## config.mk

```make
export PLATFORM = sky130hd
export DESIGN_NAME = shifter_seq_flat
export DESIGN_NICKNAME = d
export VERILOG_FILES = /design/src/rtl/shifter_seq_if.sv /design/src/rtl/shifter_seq.sv /design/src/flat_wrapper.sv
export SDC_FILE = /design/constraint.sdc
export NUM_CORES = 1
export LEC_CHECK = 0
export BUFFER_PORTS_ARGS = -buffer_cell sky130_fd_sc_hd__buf_2
export CAP_MARGIN = 20
export CORE_UTILIZATION = 55
export CTS_BUF_LIST = sky130_fd_sc_hd__clkbuf_16
export DETAILED_ROUTE_END_ITERATION = 8
export PLACE_DENSITY = 0.9
export RECOVER_POWER = 100
export SLEW_MARGIN = 20
export SYNTH_ARGS = -nofsm -noshare
export SYNTH_HDL_FRONTEND = slang
export SYNTH_SLANG_ARGS = --single-unit
export TNS_END_PERCENT = 30
```

## constraint.sdc

```tcl
create_clock -name clk -period 3.1 [get_ports clk]
set_input_delay 0.155 -clock clk [delete_from_list [all_inputs] [get_ports clk]]
set_output_delay 0.155 -clock clk [all_outputs]
set_load 0.05 [all_outputs]
```

## src/rtl/shifter_seq_if.sv

```systemverilog
// Command/result bundle for shifter_seq: the master issues commands, the slave
// (the shifter) returns the result register and handshake status.
interface shifter_seq_if #(
  parameter int unsigned WIDTH = 8,
  parameter int unsigned SHW   = 3
);
  logic             start;
  logic [2:0]       op;
  logic [SHW-1:0]   shamt;
  logic [WIDTH-1:0] d_in;
  logic [WIDTH-1:0] d_out;
  logic             busy;
  logic             done;
  logic             carry;

  modport master (
    output start, op, shamt, d_in,
    input  d_out, busy, done, carry
  );

  modport slave (
    input  start, op, shamt, d_in,
    output d_out, busy, done, carry
  );
endinterface

```

## src/rtl/shifter_seq.sv

```systemverilog
// Parametrised serial shifter: LOAD/LSL/LSR/ASR/ROL/ROR on a WIDTH-bit result
// register, one bit position per clock, with start/busy/done handshake and a
// carry flag holding the last bit shifted or rotated out.
module shifter_seq #(
  parameter int unsigned WIDTH = 8,
  parameter int unsigned SHW   = 3
) (
  input logic          clk,
  input logic          reset,
  shifter_seq_if.slave bus
);

  typedef enum logic {
    IDLE,
    SHIFT
  } state_t;

  typedef enum logic [2:0] {
    OP_NOP  = 3'b000,
    OP_LOAD = 3'b001,
    OP_LSL  = 3'b010,
    OP_LSR  = 3'b011,
    OP_ASR  = 3'b100,
    OP_ROL  = 3'b101,
    OP_ROR  = 3'b110,
    OP_RSV  = 3'b111
  } op_t;

  state_t           state;
  op_t              op_q;
  op_t              op_in;
  logic [SHW-1:0]   cnt;
  logic [WIDTH-1:0] d_out_q;
  logic             carry_q;
  logic             busy_q;
  logic             done_q;
  logic [WIDTH-1:0] step_d;
  logic             step_c;

  assign op_in = op_t'(bus.op);

  // One-bit step of the latched operation applied to the current result.
  always_comb begin
    step_d = d_out_q;
    step_c = carry_q;
    unique case (op_q)
      OP_LSL: begin
        step_d = {d_out_q[WIDTH-2:0], 1'b0};
        step_c = d_out_q[WIDTH-1];
      end
      OP_LSR: begin
        step_d = {1'b0, d_out_q[WIDTH-1:1]};
        step_c = d_out_q[0];
      end
      OP_ASR: begin
        step_d = {d_out_q[WIDTH-1], d_out_q[WIDTH-1:1]};
        step_c = d_out_q[0];
      end
      OP_ROL: begin
        step_d = {d_out_q[WIDTH-2:0], d_out_q[WIDTH-1]};
        step_c = d_out_q[WIDTH-1];
      end
      OP_ROR: begin
        step_d = {d_out_q[0], d_out_q[WIDTH-1:1]};
        step_c = d_out_q[0];
      end
      default: ;
    endcase
  end

  // Control FSM and result/flag registers; done is a one-cycle pulse.
  always_ff @(posedge clk) begin
    if (reset) begin
      state   <= IDLE;
      op_q    <= OP_NOP;
      cnt     <= '0;
      d_out_q <= '0;
      carry_q <= 1'b0;
      busy_q  <= 1'b0;
      done_q  <= 1'b0;
    end else begin
      done_q <= 1'b0;
      unique case (state)
        IDLE: begin
          if (bus.start) begin
            unique case (op_in)
              OP_LOAD: begin
                d_out_q <= bus.d_in;
                carry_q <= 1'b0;
                done_q  <= 1'b1;
              end
              OP_LSL, OP_LSR, OP_ASR, OP_ROL, OP_ROR: begin
                if (bus.shamt == '0) begin
                  done_q <= 1'b1;
                end else begin
                  op_q   <= op_in;
                  cnt    <= bus.shamt;
                  busy_q <= 1'b1;
                  state  <= SHIFT;
                end
              end
              default: done_q <= 1'b1;
            endcase
          end
        end
        SHIFT: begin
          d_out_q <= step_d;
          carry_q <= step_c;
          cnt     <= cnt - 1'b1;
          if (cnt == SHW'(1)) begin
            busy_q <= 1'b0;
            done_q <= 1'b1;
            state  <= IDLE;
          end
        end
        default: state <= IDLE;
      endcase
    end
  end

  assign bus.d_out = d_out_q;
  assign bus.carry = carry_q;
  assign bus.busy  = busy_q;
  assign bus.done  = done_q;

endmodule

```

## src/flat_wrapper.sv

```systemverilog
// flat-port wrapper written by rule: the top's interface ports become plain ports
module shifter_seq_flat 
#(
  parameter int unsigned WIDTH = 8,
  parameter int unsigned SHW   = 3
)
  (clk, reset, bus_start, bus_op, bus_shamt, bus_d_in, bus_d_out, bus_busy, bus_done, bus_carry);
  shifter_seq_if #(.WIDTH(WIDTH), .SHW(SHW)) bus_i ();
  input logic clk;
  input logic reset;
  input wire logic [$bits(bus_i.start)-1:0] bus_start;
  input wire logic [$bits(bus_i.op)-1:0] bus_op;
  input wire logic [$bits(bus_i.shamt)-1:0] bus_shamt;
  input wire logic [$bits(bus_i.d_in)-1:0] bus_d_in;
  output wire logic [$bits(bus_i.d_out)-1:0] bus_d_out;
  output wire logic [$bits(bus_i.busy)-1:0] bus_busy;
  output wire logic [$bits(bus_i.done)-1:0] bus_done;
  output wire logic [$bits(bus_i.carry)-1:0] bus_carry;
  assign bus_i.start = bus_start;
  assign bus_i.op = bus_op;
  assign bus_i.shamt = bus_shamt;
  assign bus_i.d_in = bus_d_in;
  assign bus_d_out = bus_i.d_out;
  assign bus_busy = bus_i.busy;
  assign bus_done = bus_i.done;
  assign bus_carry = bus_i.carry;
  shifter_seq #(.WIDTH(WIDTH), .SHW(SHW)) u_core (.clk(clk), .reset(reset), .bus(bus_i));
endmodule
```

==> summary.txt <==
Routing
  – DRC viols: 0
  – Detailed Route Iter0 Violations: 45
  – DR vias: 1,184
  – DR pass1 iterations: 5
  – Drt wl/cell: 15.1 um
  – Detail Route Antenna Nets: 0
  – Final WL: 2840 um
  – Mean number of vias per cell: 6.30

Clocking
  – Clock latency on the worst-skew pair: 0.25 ns
  – CTS buffer count: 3
  – CTS tree: yes
  – Post-CTS Resized: 0
  – Clk buf depth: 2
  – Htree depth: 1
  – Post-CTS setup buffers: 0
  – Clk sinks: 18
  – Clock transition at path regs: 0.05 ns
  – Cts hold-fix bufs: 0
  – Root buf cell: clkbuf_16

STA
  – Count of final setup violators: 0
  – Setup Skew: 0.00371 ns
  – Pins over their slew limit: 0
  – Relative slew slack: 49.8%
  – RSZ-0062 raised after global routing: no
  – Post-Route Setup TNS: 0 ns
  – Worst Max-Slew Pin Slew: 0.752 ns
  – FMAX: 0.508 GHz
  – Fin. Hold Viols: 0
  – Post-layout min period: 1.97 ns
  – Tcrit/Tclk final: 63.5%
  – Hold slack: 0.177 ns

Finish
  – Syn-to-layout area delta: 13.3%
  – Filler instances: 153
  – NumNets Final: 181
  – Antenna fix cells: 0
  – Commonest non-fill, non-tap cells in the layout: dfxtp_1 (18), buf_2 (16), nand2_1 (12)
  – Post-layout util: 66.5%
  – Layout cells sized above 1: 15.5%
  – Most common cell after layout, fill and taps aside: dfxtp_1

Die
  – I/O pin cnt: 28
  – Die area: 2300 um^2
  – Die Height: 48.0 um
  – Rows: 16
  – DIE WIDTH: 48.0 um
  – Core area: 1980 um^2
  – Initial Utilization: 58.7%

GRT
  – Gr usage total: 27.4%
  – Number of global-route vias before repair: 979
  – Initial antenna violation count: 0
  – Total congestion overflow: 0
  – Largest net degree at the start of global routing: 24
  – Global-route wire length before repair: 4410 um

Setup path
  – Setup CP Type: flop to flop
  – Worst Path Max Fanout: 23
  – Worst path max stage delay: 0.80 ns
  – CP cell instances: nor2b_1, a22oi_4, nor3_1, a32o_1
  – Crit path DAT: 2.11 ns
  – Startpoint Class: flop
  – Slowest CP cell: dfxtp_1
  – R2r worst-path depth: 4
  – Worst EP required: 3.24 ns
  – Crit end category: flop

Pwr
  – Peak VDD IR: 0.401 mV
  – Pwr Density: 497 nW/um^2
  – Leak pwr: 0.532 nW
  – Overall Power: 0.000655 W

Worst hold path
  – Hold Crit Class: primary input to flop
  – Worst Hold Path Cells: 3

Logic synthesis
  – Synthesized area: 1160 um^2
  – Number of synthesized register bits: 18
  – Synthesized Nets: 158
  – Syn Area/Cell: 8.37 um^2
  – Library cells used by synthesis: 42
  – Gate Count Post-Synth: 139
  – Yosys warning count: 0
  – Post-synthesis sequential area ratio: 31.0%

Placement
  – RePlAce Congestion: 0.858
  – Port buffer count: 27
  – Hpwl dp: 1940 um

Run
  – Max Cap Viol: 0

Outcome
  – Outcome: complete, no violations
[layout make-up]
class / count / area [um^2] / area share (%)
flip-flops and latches: 18 / 360 / 27.3
repair buffers: 27 / 121 / 9.20
clock inverters: 1 / 3.75 / 0.285
clock buffers: 3 / 75.1 / 5.69
inverters: 7 / 26.3 / 1.99
well taps: 27 / 33.8 / 2.56
multi-input cells: 105 / 698 / 52.9
[registers in the layout, summed over array words and instances, names as in the netlist]
signal            cells
u_core.bus.carry      1
u_core.state          1
u_core.bus.busy       1
u_core.op_q           3
u_core.bus.d_out      8
u_core.bus.done       1
u_core.cnt            3
[cells by family (layout without fill, tap and decap cells)]
| group | count (synthesis) | in the layout | synth area share [%] |
|---|---|---|---|
| simple gates | 53 | 53 | 26.2 |
| compound gates | 43 | 43 | 27.2 |
| flops | 18 | 18 | 31.0 |
| buf+inv | 16 | 38 | 7.20 |
| mux | 7 | 7 | 6.24 |
| fa+ha+maj | 2 | 2 | 2.15 |
[power breakdown]
group,internal (W),switching [W]
clock,0.000172,0.0000878
combinational,0.0000446,0.0000746
sequential,0.000247,0.0000295
[metal layers]
layer  part of all wire, %  global-route usage (%)
met5                     0                       0
met4                   1.1                    11.7
met3                   6.2                    3.77
met2                    49                    41.6
met1                    44                    38.7
[critical path, delay by kind of cell, from the launching register on]
family	cells	cell delay [ns]
flops	1	0.80
compound gates	2	0.67
simple gates	2	0.39
[synth_stat cells (all sizes together)]
master	number	share of area, %
dfxtp	18	31
nand2	12	3.9
o21ai	12	5.2
nor2	11	3.5
a21oi	10	4.3
nand3	9	3.9
inv	7	2.3
buf	5	3.7
mux2i	5	4.3
a211oi	4	2.6
a311o	4	3.4
clkbuf	4	1.3
nor2b	4	2.8
a32o	3	2.6
and3b	3	2.4
nand4	3	2.2
nor3	3	1.3
a221oi	2	1.5
a31oi	2	1.1
ha	2	2.2
mux2	2	1.9
nand3b	2	2.4
nor3b	2	1.7
a2111oi	1	1.3
a21boi	1	0.65
a22oi	1	1.8
a31o	1	0.75
and3	1	0.54
o21a	1	0.65
o41ai	1	1.4
or2	1	0.54
or2b	1	0.65
or3	1	0.54
[path summary, 6_finish.rpt]
path,to,start,slack (ns)
worst min-delay path,u_core.op_q[0],bus_op[0],0.18
worst max-delay path,u_core.bus.d_out[1],u_core.state,1.13
worst max register to register,u_core.bus.d_out[1],u_core.state,1.13
worst min register to register,u_core.bus.busy,u_core.bus.busy,0.46
[stage by stage]
| stage | setup slack, ns | instance area, um^2 | cells |
|---|---|---|---|
| final | 1.13 | 1320 | 188 |
| after global routing | 1.01 | 1320 | 188 |
| after CTS | 1.29 | 1350 | 188 |
| after detailed placement | 1.32 | 1270 | 184 |
| after global placement | 1.38 | 1270 | 184 |
| after floorplan | 1.74 | 1160 | 139 |
Note: power is estimated with default switching activity, not from simulation.
